--- src/rtl/sobel_window_filter_if.sv ---
// Pixel stream bundle between the three-row line buffer and the Sobel filter,
// carrying the window input rows and the filtered gray output stream.
interface sobel_window_filter_if #(
    parameter int DATA_WIDTH = 12
);
    logic [DATA_WIDTH-1:0] row0_pixel;
    logic [DATA_WIDTH-1:0] row1_pixel;
    logic [DATA_WIDTH-1:0] row2_pixel;
    logic                  row2_pixel_valid;
    logic                  row2_pixel_edge;
    logic [DATA_WIDTH-1:0] pixel_out;
    logic                  pixel_out_valid;
    logic                  pixel_out_edge;

    modport master (
        output row0_pixel, row1_pixel, row2_pixel, row2_pixel_valid, row2_pixel_edge,
        input  pixel_out, pixel_out_valid, pixel_out_edge
    );

    modport slave (
        input  row0_pixel, row1_pixel, row2_pixel, row2_pixel_valid, row2_pixel_edge,
        output pixel_out, pixel_out_valid, pixel_out_edge
    );
endinterface

--- src/rtl/sobel_window_filter.sv ---
// 3x3 Sobel magnitude filter on RGB444 rows, 3-cycle latency with an end-of-row flush slot.
// Optional binarised output when SOBEL_THRESHOLD_EN is defined.
module sobel_window_filter #(
    parameter int DATA_WIDTH = 12,
    parameter int WIDTH      = 640,
    parameter int MAG_SHIFT  = 3,
    parameter int THRESH     = 8
) (
    input  logic                  clk,
    input  logic                  rst,
    input  logic                  en,
    sobel_window_filter_if.slave  bus,
    output logic                  overrun
);
    localparam int CW = (WIDTH > 1) ? $clog2(WIDTH) : 1;

    typedef enum logic {ST_RUN, ST_FLUSH} state_t;

    state_t         state_reg, state_next;
    logic [CW-1:0]  col_reg, col_next;
    logic           overrun_reg, overrun_next;
    logic           shift;
    logic           s1_valid_next, s1_border_next, s1_edge_next;

    // Window is indexed row*3 + column, column 0 = left, 2 = right (newest).
    logic [11:0]        win_reg  [9];
    logic [5:0]         gray_reg [9];
    logic [11:0]        row_in   [3];
    logic               s1_valid_reg, s1_border_reg, s1_edge_reg;
    logic               s2_valid_reg, s2_border_reg, s2_edge_reg;
    logic               s3_valid_reg, s3_border_reg, s3_edge_reg;
    logic signed [9:0]  gx_reg, gy_reg, gx_next, gy_next;
    logic [9:0]         abs_x, abs_y, mag, mag_shifted;
    logic [3:0]         m;
    logic [11:0]        pix_next;
    logic [11:0]        pixel_out_reg;
    logic               pixel_out_valid_reg, pixel_out_edge_reg;

    assign row_in[0] = bus.row0_pixel;
    assign row_in[1] = bus.row1_pixel;
    assign row_in[2] = bus.row2_pixel;

    function automatic logic [5:0] gray(input logic [11:0] p);
        return {2'b00, p[11:8]} + {1'b0, p[7:4], 1'b0} + {2'b00, p[3:0]};
    endfunction

    function automatic logic [9:0] wsum(input logic [5:0] a, input logic [5:0] b, input logic [5:0] c);
        return {4'b0, a} + {3'b0, b, 1'b0} + {4'b0, c};
    endfunction

    always_ff @(posedge clk) begin
        if (rst) begin
            state_reg   <= ST_RUN;
            col_reg     <= '0;
            overrun_reg <= 1'b0;
        end else begin
            state_reg   <= state_next;
            col_reg     <= col_next;
            overrun_reg <= overrun_next;
        end
    end

    // The flush slot injects the right-border output for the last column of the row.
    always_comb begin
        state_next     = state_reg;
        col_next       = col_reg;
        overrun_next   = overrun_reg;
        shift          = 1'b0;
        s1_valid_next  = 1'b0;
        s1_border_next = 1'b0;
        s1_edge_next   = 1'b0;
        if (en) begin
            case (state_reg)
                ST_RUN: begin
                    if (bus.row2_pixel_valid) begin
                        shift          = 1'b1;
                        s1_valid_next  = (col_reg != '0);
                        s1_border_next = (col_reg == CW'(1));
                        if (bus.row2_pixel_edge) begin
                            col_next   = '0;
                            state_next = ST_FLUSH;
                        end else if (col_reg != CW'(WIDTH - 1)) begin
                            col_next = col_reg + CW'(1);
                        end
                    end
                end
                ST_FLUSH: begin
                    s1_valid_next  = 1'b1;
                    s1_border_next = 1'b1;
                    s1_edge_next   = 1'b1;
                    state_next     = ST_RUN;
                    if (bus.row2_pixel_valid) begin
                        overrun_next = 1'b1;
                    end
                end
                default: state_next = ST_RUN;
            endcase
        end
    end

    generate
        for (genvar gi = 0; gi < 3; gi++) begin : g_win_row
            always_ff @(posedge clk) begin
                if (rst) begin
                    win_reg[gi*3 + 0] <= '0;
                    win_reg[gi*3 + 1] <= '0;
                    win_reg[gi*3 + 2] <= '0;
                end else if (shift) begin
                    win_reg[gi*3 + 0] <= win_reg[gi*3 + 1];
                    win_reg[gi*3 + 1] <= win_reg[gi*3 + 2];
                    win_reg[gi*3 + 2] <= row_in[gi];
                end
            end
        end

        for (genvar gi = 0; gi < 9; gi++) begin : g_gray
            always_ff @(posedge clk) begin
                if (rst) begin
                    gray_reg[gi] <= '0;
                end else if (en) begin
                    gray_reg[gi] <= gray(win_reg[gi]);
                end
            end
        end
    endgenerate

    // Taps: TL=0 TC=1 TR=2 / ML=3 MR=5 / BL=6 BC=7 BR=8.
    always_comb begin
        gx_next = $signed(wsum(gray_reg[2], gray_reg[5], gray_reg[8]))
                - $signed(wsum(gray_reg[0], gray_reg[3], gray_reg[6]));
        gy_next = $signed(wsum(gray_reg[6], gray_reg[7], gray_reg[8]))
                - $signed(wsum(gray_reg[0], gray_reg[1], gray_reg[2]));
    end

    always_comb begin
        abs_x       = gx_reg[9] ? 10'(-gx_reg) : 10'(gx_reg);
        abs_y       = gy_reg[9] ? 10'(-gy_reg) : 10'(gy_reg);
        mag         = abs_x + abs_y;
        mag_shifted = mag >> MAG_SHIFT;
        m           = (mag_shifted > 10'd15) ? 4'hF : mag_shifted[3:0];
        pix_next    = 12'h000;
        if (!s3_border_reg) begin
`ifdef SOBEL_THRESHOLD_EN
            pix_next = (int'(m) >= THRESH) ? 12'hFFF : 12'h000;
`else
            pix_next = {m, m, m};
`endif
        end
    end

    always_ff @(posedge clk) begin
        if (rst) begin
            s1_valid_reg  <= 1'b0;
            s1_border_reg <= 1'b0;
            s1_edge_reg   <= 1'b0;
            s2_valid_reg  <= 1'b0;
            s2_border_reg <= 1'b0;
            s2_edge_reg   <= 1'b0;
            s3_valid_reg  <= 1'b0;
            s3_border_reg <= 1'b0;
            s3_edge_reg   <= 1'b0;
            gx_reg        <= '0;
            gy_reg        <= '0;
        end else if (en) begin
            s1_valid_reg  <= s1_valid_next;
            s1_border_reg <= s1_border_next;
            s1_edge_reg   <= s1_edge_next;
            s2_valid_reg  <= s1_valid_reg;
            s2_border_reg <= s1_border_reg;
            s2_edge_reg   <= s1_edge_reg;
            s3_valid_reg  <= s2_valid_reg;
            s3_border_reg <= s2_border_reg;
            s3_edge_reg   <= s2_edge_reg;
            gx_reg        <= gx_next;
            gy_reg        <= gy_next;
        end
    end

    // While stalled the output valid drops, so a held pixel is presented only once.
    always_ff @(posedge clk) begin
        if (rst) begin
            pixel_out_reg       <= '0;
            pixel_out_valid_reg <= 1'b0;
            pixel_out_edge_reg  <= 1'b0;
        end else begin
            pixel_out_valid_reg <= en & s3_valid_reg;
            pixel_out_edge_reg  <= en & s3_valid_reg & s3_edge_reg;
            if (en) begin
                pixel_out_reg <= pix_next;
            end
        end
    end

    assign bus.pixel_out       = pixel_out_reg;
    assign bus.pixel_out_valid = pixel_out_valid_reg;
    assign bus.pixel_out_edge  = pixel_out_edge_reg;
    assign overrun             = overrun_reg;
endmodule
--- src/flat_wrapper.sv ---
// flat-port wrapper written by rule: the top's interface ports become plain ports
module sobel_window_filter_flat 
#(
    parameter int DATA_WIDTH = 12,
    parameter int WIDTH      = 640,
    parameter int MAG_SHIFT  = 3,
    parameter int THRESH     = 8
)
  (clk, rst, en, overrun, bus_row0_pixel, bus_row1_pixel, bus_row2_pixel, bus_row2_pixel_valid, bus_row2_pixel_edge, bus_pixel_out, bus_pixel_out_valid, bus_pixel_out_edge);
  sobel_window_filter_if #(.DATA_WIDTH(DATA_WIDTH)) bus_i ();
  input  logic clk;
  input  logic rst;
  input  logic en;
  output logic overrun;
  input wire logic [$bits(bus_i.row0_pixel)-1:0] bus_row0_pixel;
  input wire logic [$bits(bus_i.row1_pixel)-1:0] bus_row1_pixel;
  input wire logic [$bits(bus_i.row2_pixel)-1:0] bus_row2_pixel;
  input wire logic [$bits(bus_i.row2_pixel_valid)-1:0] bus_row2_pixel_valid;
  input wire logic [$bits(bus_i.row2_pixel_edge)-1:0] bus_row2_pixel_edge;
  output wire logic [$bits(bus_i.pixel_out)-1:0] bus_pixel_out;
  output wire logic [$bits(bus_i.pixel_out_valid)-1:0] bus_pixel_out_valid;
  output wire logic [$bits(bus_i.pixel_out_edge)-1:0] bus_pixel_out_edge;
  assign bus_i.row0_pixel = bus_row0_pixel;
  assign bus_i.row1_pixel = bus_row1_pixel;
  assign bus_i.row2_pixel = bus_row2_pixel;
  assign bus_i.row2_pixel_valid = bus_row2_pixel_valid;
  assign bus_i.row2_pixel_edge = bus_row2_pixel_edge;
  assign bus_pixel_out = bus_i.pixel_out;
  assign bus_pixel_out_valid = bus_i.pixel_out_valid;
  assign bus_pixel_out_edge = bus_i.pixel_out_edge;
  sobel_window_filter #(.DATA_WIDTH(DATA_WIDTH), .WIDTH(WIDTH), .MAG_SHIFT(MAG_SHIFT), .THRESH(THRESH)) u_core (.clk(clk), .rst(rst), .en(en), .bus(bus_i), .overrun(overrun));
endmodule
--- config.mk ---
export PLATFORM = sky130hd
export DESIGN_NAME = sobel_window_filter_flat
export DESIGN_NICKNAME = d
export VERILOG_FILES = /design/src/rtl/sobel_window_filter_if.sv /design/src/rtl/sobel_window_filter.sv /design/src/flat_wrapper.sv
export SDC_FILE = /design/constraint.sdc
export NUM_CORES = 1
export LEC_CHECK = 0
export BUFFER_PORTS_ARGS = -buffer_cell sky130_fd_sc_hd__buf_4
export CORE_MARGIN = 5
export CORE_UTILIZATION = 50
export CTS_CLUSTER_SIZE = 20
export DETAILED_ROUTE_END_ITERATION = 8
export PLACE_DENSITY = 0.67
export SLEW_MARGIN = 20
export SYNTH_ARGS = -nofsm -noshare
export SYNTH_HDL_FRONTEND = slang
export SYNTH_SLANG_ARGS = --single-unit
--- constraint.sdc ---
create_clock -name clk -period 3.5 [get_ports clk]
set_input_delay 0.175 -clock clk [delete_from_list [all_inputs] [get_ports clk]]
set_output_delay 0.175 -clock clk [all_outputs]
set_load 0.05 [all_outputs]
Word level (Yosys, flattened, before mapping)
Memory sizes are Yosys's and may differ from the RTL's.
Index checks and enable logic that the tools add are counted.

cells by class
  add/subtract/negate cells = 32
  magnitude comparators = 1
  eq/ne operators = 2
  mux-type cells = 43
  bitwise logic cells = 21
  reductions and logical operators = 4

operator list
  cell                   number
  $mux 12                10
  $add 4x5->6            9
  $add 6x4->6            9
  $mux 6                 9
  $add 10x6->10          4
  $mux 10                4
  $add 6x7->8            4
  $neg 10->10            2
  $sub 10x10->10         2
  $or 1x1->1             18
  $mux 1                 16
  $add 10x1->10 const B  1
  $add 10x10->10         1
  $eq 10x1->1 const B    1
  $ne 10x10->1 const B   1
  $reduce_bool 10->1     1
  $gt 7x4->1 const B     1
  $pmux 1 s2             3
  $mux 4                 1
  $reduce_and 4->1       1
  $reduce_and 3->1       1
  $and 1x1->1            2
  $reduce_bool 2->1      1
  $not 1->1              1

storage, ports and cells
  bits in registers = 55
  memory bits (writable) = 162
  memories = 2

memory list
  name             words  width  read ports  clocked after memory_dff  write ports  RTL line                   text
  u_core.win_reg   9      12     9           0                         9            sobel_window_filter.sv:26  logic [11:0] win_reg [9];
  u_core.gray_reg  9      6      8           0                         9            sobel_window_filter.sv:27  logic [5:0] gray_reg [9];

Depth between registers and ports, before layout
  depth in word-level cells = 7
  depth in mapped cells = 17

Worst setup path before layout
No wires, ideal clock.

  path type = flip-flop to flip-flop
  start point = mem u_core.gray_reg[6][1]
  end point = reg u_core.gy_reg[8]
  data arrival time = 3.625 ns
  data required time = 3.383 ns
  setup slack = -0.243 ns
  cell stages (with the launch flop) = 15
  period minus slack after synthesis = 3.743 ns
  cells stage by stage = edfxtp_1 -> ha_1 -> fa_1 -> a21oi_1 -> nor2_1 -> nor2_1 -> xor2_1 -> fa_1 -> inv_1 -> fa_1 -> ha_1 -> or3_1 -> a311o_1 -> a21o_1 -> a32o_1

RTL lines
  what                    RTL line                    text
  start: declaration      sobel_window_filter.sv:27
  end signal: assignment  sobel_window_filter.sv:175  gy_reg <= gy_next;
  end: declaration        sobel_window_filter.sv:32   logic signed [9:0] gx_reg, gy_reg, gx_next, gy_next;

==> results_tabular.tex <==
\begin{tabular}{lr}
\hline
Metric & Value \\
\hline
\multicolumn{2}{l}{\textbf{STA}} \\
\quad Period Utilization, post-route & 1.10 \\
\quad Smallest setup slack after layout & -0.351 ns \\
\quad Worst relative slew slack & 0.306 \\
\quad Final setup skew & about 0.0081 ns \\
\quad Fin. max-slew vios & 0 \\
\quad Final Critical Period & just under 4 ns \\
\quad Transition at the pin with the smallest max-transition slack & 1.04 ns \\
\quad Setup repair after global routing missed its margin & true \\
\quad Count of endpoints failing setup in the final report & 9 \\
\quad Hold violation count in the final report & 0 \\
\quad F\_max & around 260 MHz \\
\multicolumn{2}{l}{\textbf{Power and ir drop}} \\
\quad Reported net switching power & $\sim$3.7 mW \\
\quad Share of power burned in the clock network & 0.223 \\
\quad Internal power & 6.73 mW \\
\quad Ratio of total power to cell area & roughly 720 nW/um\^{}2 \\
\quad Leakage & around 6.1 nW \\
\quad Maximum VDD drop & around 0.57 mV \\
\quad Sequential fraction of design power & 0.296 \\
\quad Pwr Total & around 10 mW \\
\quad Comb power frac & 0.481 \\
\quad Switching share of power & 0.353 \\
\multicolumn{2}{l}{\textbf{Critical path}} \\
\quad Internal reg-to-reg setup slack & -0.35 ns \\
\quad Required time worst endpoint & 3.91 ns \\
\quad Arrival time at the worst endpoint & approximately 4.3 ns \\
\quad CP Max Fanout & 2 \\
\quad Critical path class & flop to flop \\
\quad Critical Path Sink Type & flop \\
\quad Startpoint type of the worst setup path & flop \\
\multicolumn{2}{l}{\textbf{CTS}} \\
\quad Htree depth & 1 \\
\quad Num CTS Buffers & 23 \\
\quad TritonCTS clock tree & done \\
\quad Max Root-Sink Buffers & 3 \\
\quad Clock root cell & clkbuf\_16 \\
\quad TritonCTS sink count & between 200 and 250 \\
\quad Clock transition at path regs & roughly 0.060 ns \\
\quad Latest clock arrival within the worst-skew pair & between 0.5 and 0.6 ns \\
\multicolumn{2}{l}{\textbf{Placed design}} \\
\quad Placed Area & $\sim$13,000 um\^{}2 \\
\quad Placed insts & between 1,000 and 1,500 \\
\quad Final weighted congestion in routability-driven placement & about 0.86 \\
\quad Worst slack at placement & -0.350 ns \\
\quad Number of port buffers & 55 \\
\quad Detailed Place HPWL & approximately 15 mm \\
\multicolumn{2}{l}{\textbf{Synth}} \\
\quad Synth unique cells & 58 \\
\quad Avg Inst Size Synth & approximately 12 um\^{}2 \\
\quad EDFF count, synth & roughly 160 \\
\quad Syn\_nets & 1,238 \\
\quad Synthesized-area fraction occupied by adder cells & 0.204 \\
\quad Post-synth top area share & 0.391 \\
\quad Leading post-synthesis cells by cell area & edfxtp\_1 (39\%), ha\_1 (10\%), fa\_1 (10\%) \\
\quad Dominant register cell in the synthesized netlist & edfxtp\_1 \\
\quad Post-Synth Simple-Gate Area & 0.142 \\
\quad Sequential share of the synthesized area & 0.470 \\
\quad Library cell with the largest summed area after synthesis & edfxtp\_1 \\
\quad Ys Warns & 0 \\
\quad Multiplexer area fraction after synthesis & 0.0135 \\
\quad Cells after Synth & approximately 1,000 \\
\quad Main combinational cell family by area after synthesis & adder cells \\
\quad Post-synthesis compound-gate area fraction & 0.0793 \\
\quad Register bit count reported by yosys & 203 \\
\quad Parity-gate share of the synthesized area counting xor and xnor cells & 0.0432 \\
\quad Share of synthesized registers carrying an async set or reset & 0 \\
\quad Cell area after synthesis & around 12,000 um\^{}2 \\
\multicolumn{2}{l}{\textbf{Floorplanning}} \\
\quad Width of the die & about 160 um \\
\quad Initial cell density of the core & 0.508 \\
\quad Die outline area & around 27,000 um\^{}2 \\
\quad Number of top-level pins & 56 \\
\quad Die span in y & 165 um \\
\quad Std-Cell Core Area & between 20,000 and 25,000 um\^{}2 \\
\quad Row count & 56 \\
\multicolumn{2}{l}{\textbf{Cells and area}} \\
\quad Multi-input logic area & 6050 um\^{}2 \\
\quad Diodes inserted & 0 \\
\quad Flip-flop count of the largest register, all copies and words added & 108 \\
\quad Sequential cell area & 5630 um\^{}2 \\
\quad Leading cell types in the layout, fill and taps excluded & edfxtp\_1 (156), and2\_1 (126), inv\_1 (100) \\
\quad Area Overhead vs Synth & 20.6\% \\
\quad Fillers & roughly 1,900 \\
\quad Most common cell after layout, fill and taps aside & edfxtp\_1 \\
\quad Count of nets after finishing & $\sim$1,400 \\
\quad Cell Count, Final, Fillers Out & roughly 1,500 \\
\quad Design Area, Final & roughly 14,000 um\^{}2 \\
\quad Share of layout cells above drive strength 1 & 0.167 \\
\quad Final design utilization & 0.613 \\
\multicolumn{2}{l}{\textbf{Outcome}} \\
\quad Violated checks & setup timing \\
\quad Outcome & complete, but fails checks \\
\multicolumn{2}{l}{\textbf{Global route}} \\
\quad Global-route usage over all layers & 0.168 \\
\quad First-pass GRT wire length & 36.9 mm \\
\quad Gr ovfl total & 0 \\
\quad Pin count of the biggest net entering global routing & 110 \\
\quad Vias in the first global route & roughly 7,700 \\
\quad Initial antenna violation count & 0 \\
\multicolumn{2}{l}{\textbf{Routing}} \\
\quad Vias post-DR & $\sim$7,400 \\
\quad Detailed-routing iteration count for the pre-antenna-repair pass & 4 \\
\quad Antenna violation net count after detailed routing & 0 \\
\quad Detail-routed via count per cell & 4.94 \\
\quad Number of DRC violations after detailed routing & 0 \\
\quad Violation count after the first detailed-routing iteration & 315 \\
\quad Detail-routed net length per standard cell & 14.4 um \\
\quad Total Routed Length & $\sim$22 mm \\
\multicolumn{2}{l}{\textbf{Flow run}} \\
\quad Number of max-cap violations & 0 \\
\multicolumn{2}{l}{\textbf{Min path}} \\
\quad Hold Crit Class & input port to flop \\
\hline
\end{tabular}
==> power groups by stage <==
stage	Clock [mW]	Sequential, mW	Combinational, mW
finish	2.32	3.08	5.01
global route	2.49	3.12	5.60
CTS	2.38	3.08	4.67
detailed placement	0	3.13	4.35
global placement	0	3.12	4.25
floorplan	0	3.12	3.19
==> layout make-up <==
cell class              count  area share
well taps                 319      0.0277
inverters                 110      0.0286
repair buffers            144      0.0839
clock inverters             8     0.00702
clock buffers              34      0.0437
multi-input cells         689       0.419
flip-flops and latches    203       0.390
==> worst paths after layout <==
kind | startpoint | endpoint | cells after the start
max reg2reg | u_core.gray_reg[0][1]$_SDFFCE_PN0P_ | u_core.gy_reg[8]$_SDFFE_PP0P_ | 14
min | rst | u_core.overrun$_SDFFE_PP0P_ | 2
min reg2reg | u_core.s1_border_reg$_SDFFE_PP0P_ | u_core.s1_border_reg$_SDFFE_PP0P_ | 2
max | u_core.gray_reg[0][1]$_SDFFCE_PN0P_ | u_core.gy_reg[8]$_SDFFE_PP0P_ | 14
==> timing repair <==
action / 4_1_cts / 5_1_grt
hold buffers: 38 / 0
hold endpoints to repair: 40 / 0
resized for setup: 30 / 32
setup buffers: 8 / 4
pin swaps: 20 / 27
setup endpoints to repair: 9 / 11
==> critical path, cell delays in order, from the launching register on <==
cell and delay, ns:
edfxtp_1 0.41, ha_2 0.22, fa_2 0.36, a21oi_2 0.12
nor2_1 0.05, nor2_1 0.16, xnor2_1 0.12, fa_1 0.53
inv_2 0.04, fa_1 0.47, ha_2 0.21, or3_1 0.37
a311o_1 0.30, a21o_1 0.16, a32o_1 0.23
==> cell families after synthesis <==
family                     after synthesis
DFF                                    203
adders and majority gates              159
xor gates and xnor gates                59
AOI/OAI and AO/OA                      146
buffers and inverters                  146
and+or+nand+nor                        309
muxes                                   16
==> synth_stat cells, types with 2 or more instances <==
library cell	number
inv_1	109
a32o_1	2
buf_2	2
dfxtp_1	47
nand3_1	9
ha_1	99
a311oi_1	2
o31ai_1	8
nand3b_1	3
edfxtp_1	156
a21o_1	19
fa_1	60
a31oi_1	5
xor2_1	24
o21ai_0	30
and2_1	126
nand4_1	3
nor2_1	62
a211oi_1	6
clkbuf_1	23
buf_1	3
nand2_1	35
a21oi_1	42
nor3_1	18
o21bai_1	9
a21boi_0	3
o21ai_1	5
and3_1	2
o21a_1	2
mux2i_1	15
xnor2_1	35
buf_4	8
nand2b_1	7
nor2b_1	24
or4_1	2
or3_1	6
nor4b_1	3
and4_1	2
nor3b_1	3
==> stage by stage <==
stage          TNS (ns)  hold WS [ns]
6_report          -1.40        0.0334
5_1_grt           -2.97        0.0246
2_1_floorplan    -0.180         0.301
4_1_cts           -1.49        0.0157
3_3_place_gp     -0.869         0.411
3_5_place_dp      -1.37         0.411
==> metal layers <==
layer	share of wire	vias up	GRT usage	routed length [um]
met2	0.51	98	0.300	11000
li1	-	3809	-	-
met5	0	-	0	0
met4	0.024	0	0.0416	530
met1	0.43	3498	0.215	9450
met3	0.036	34	0.0245	787
Power figures use the tool's default switching activity.
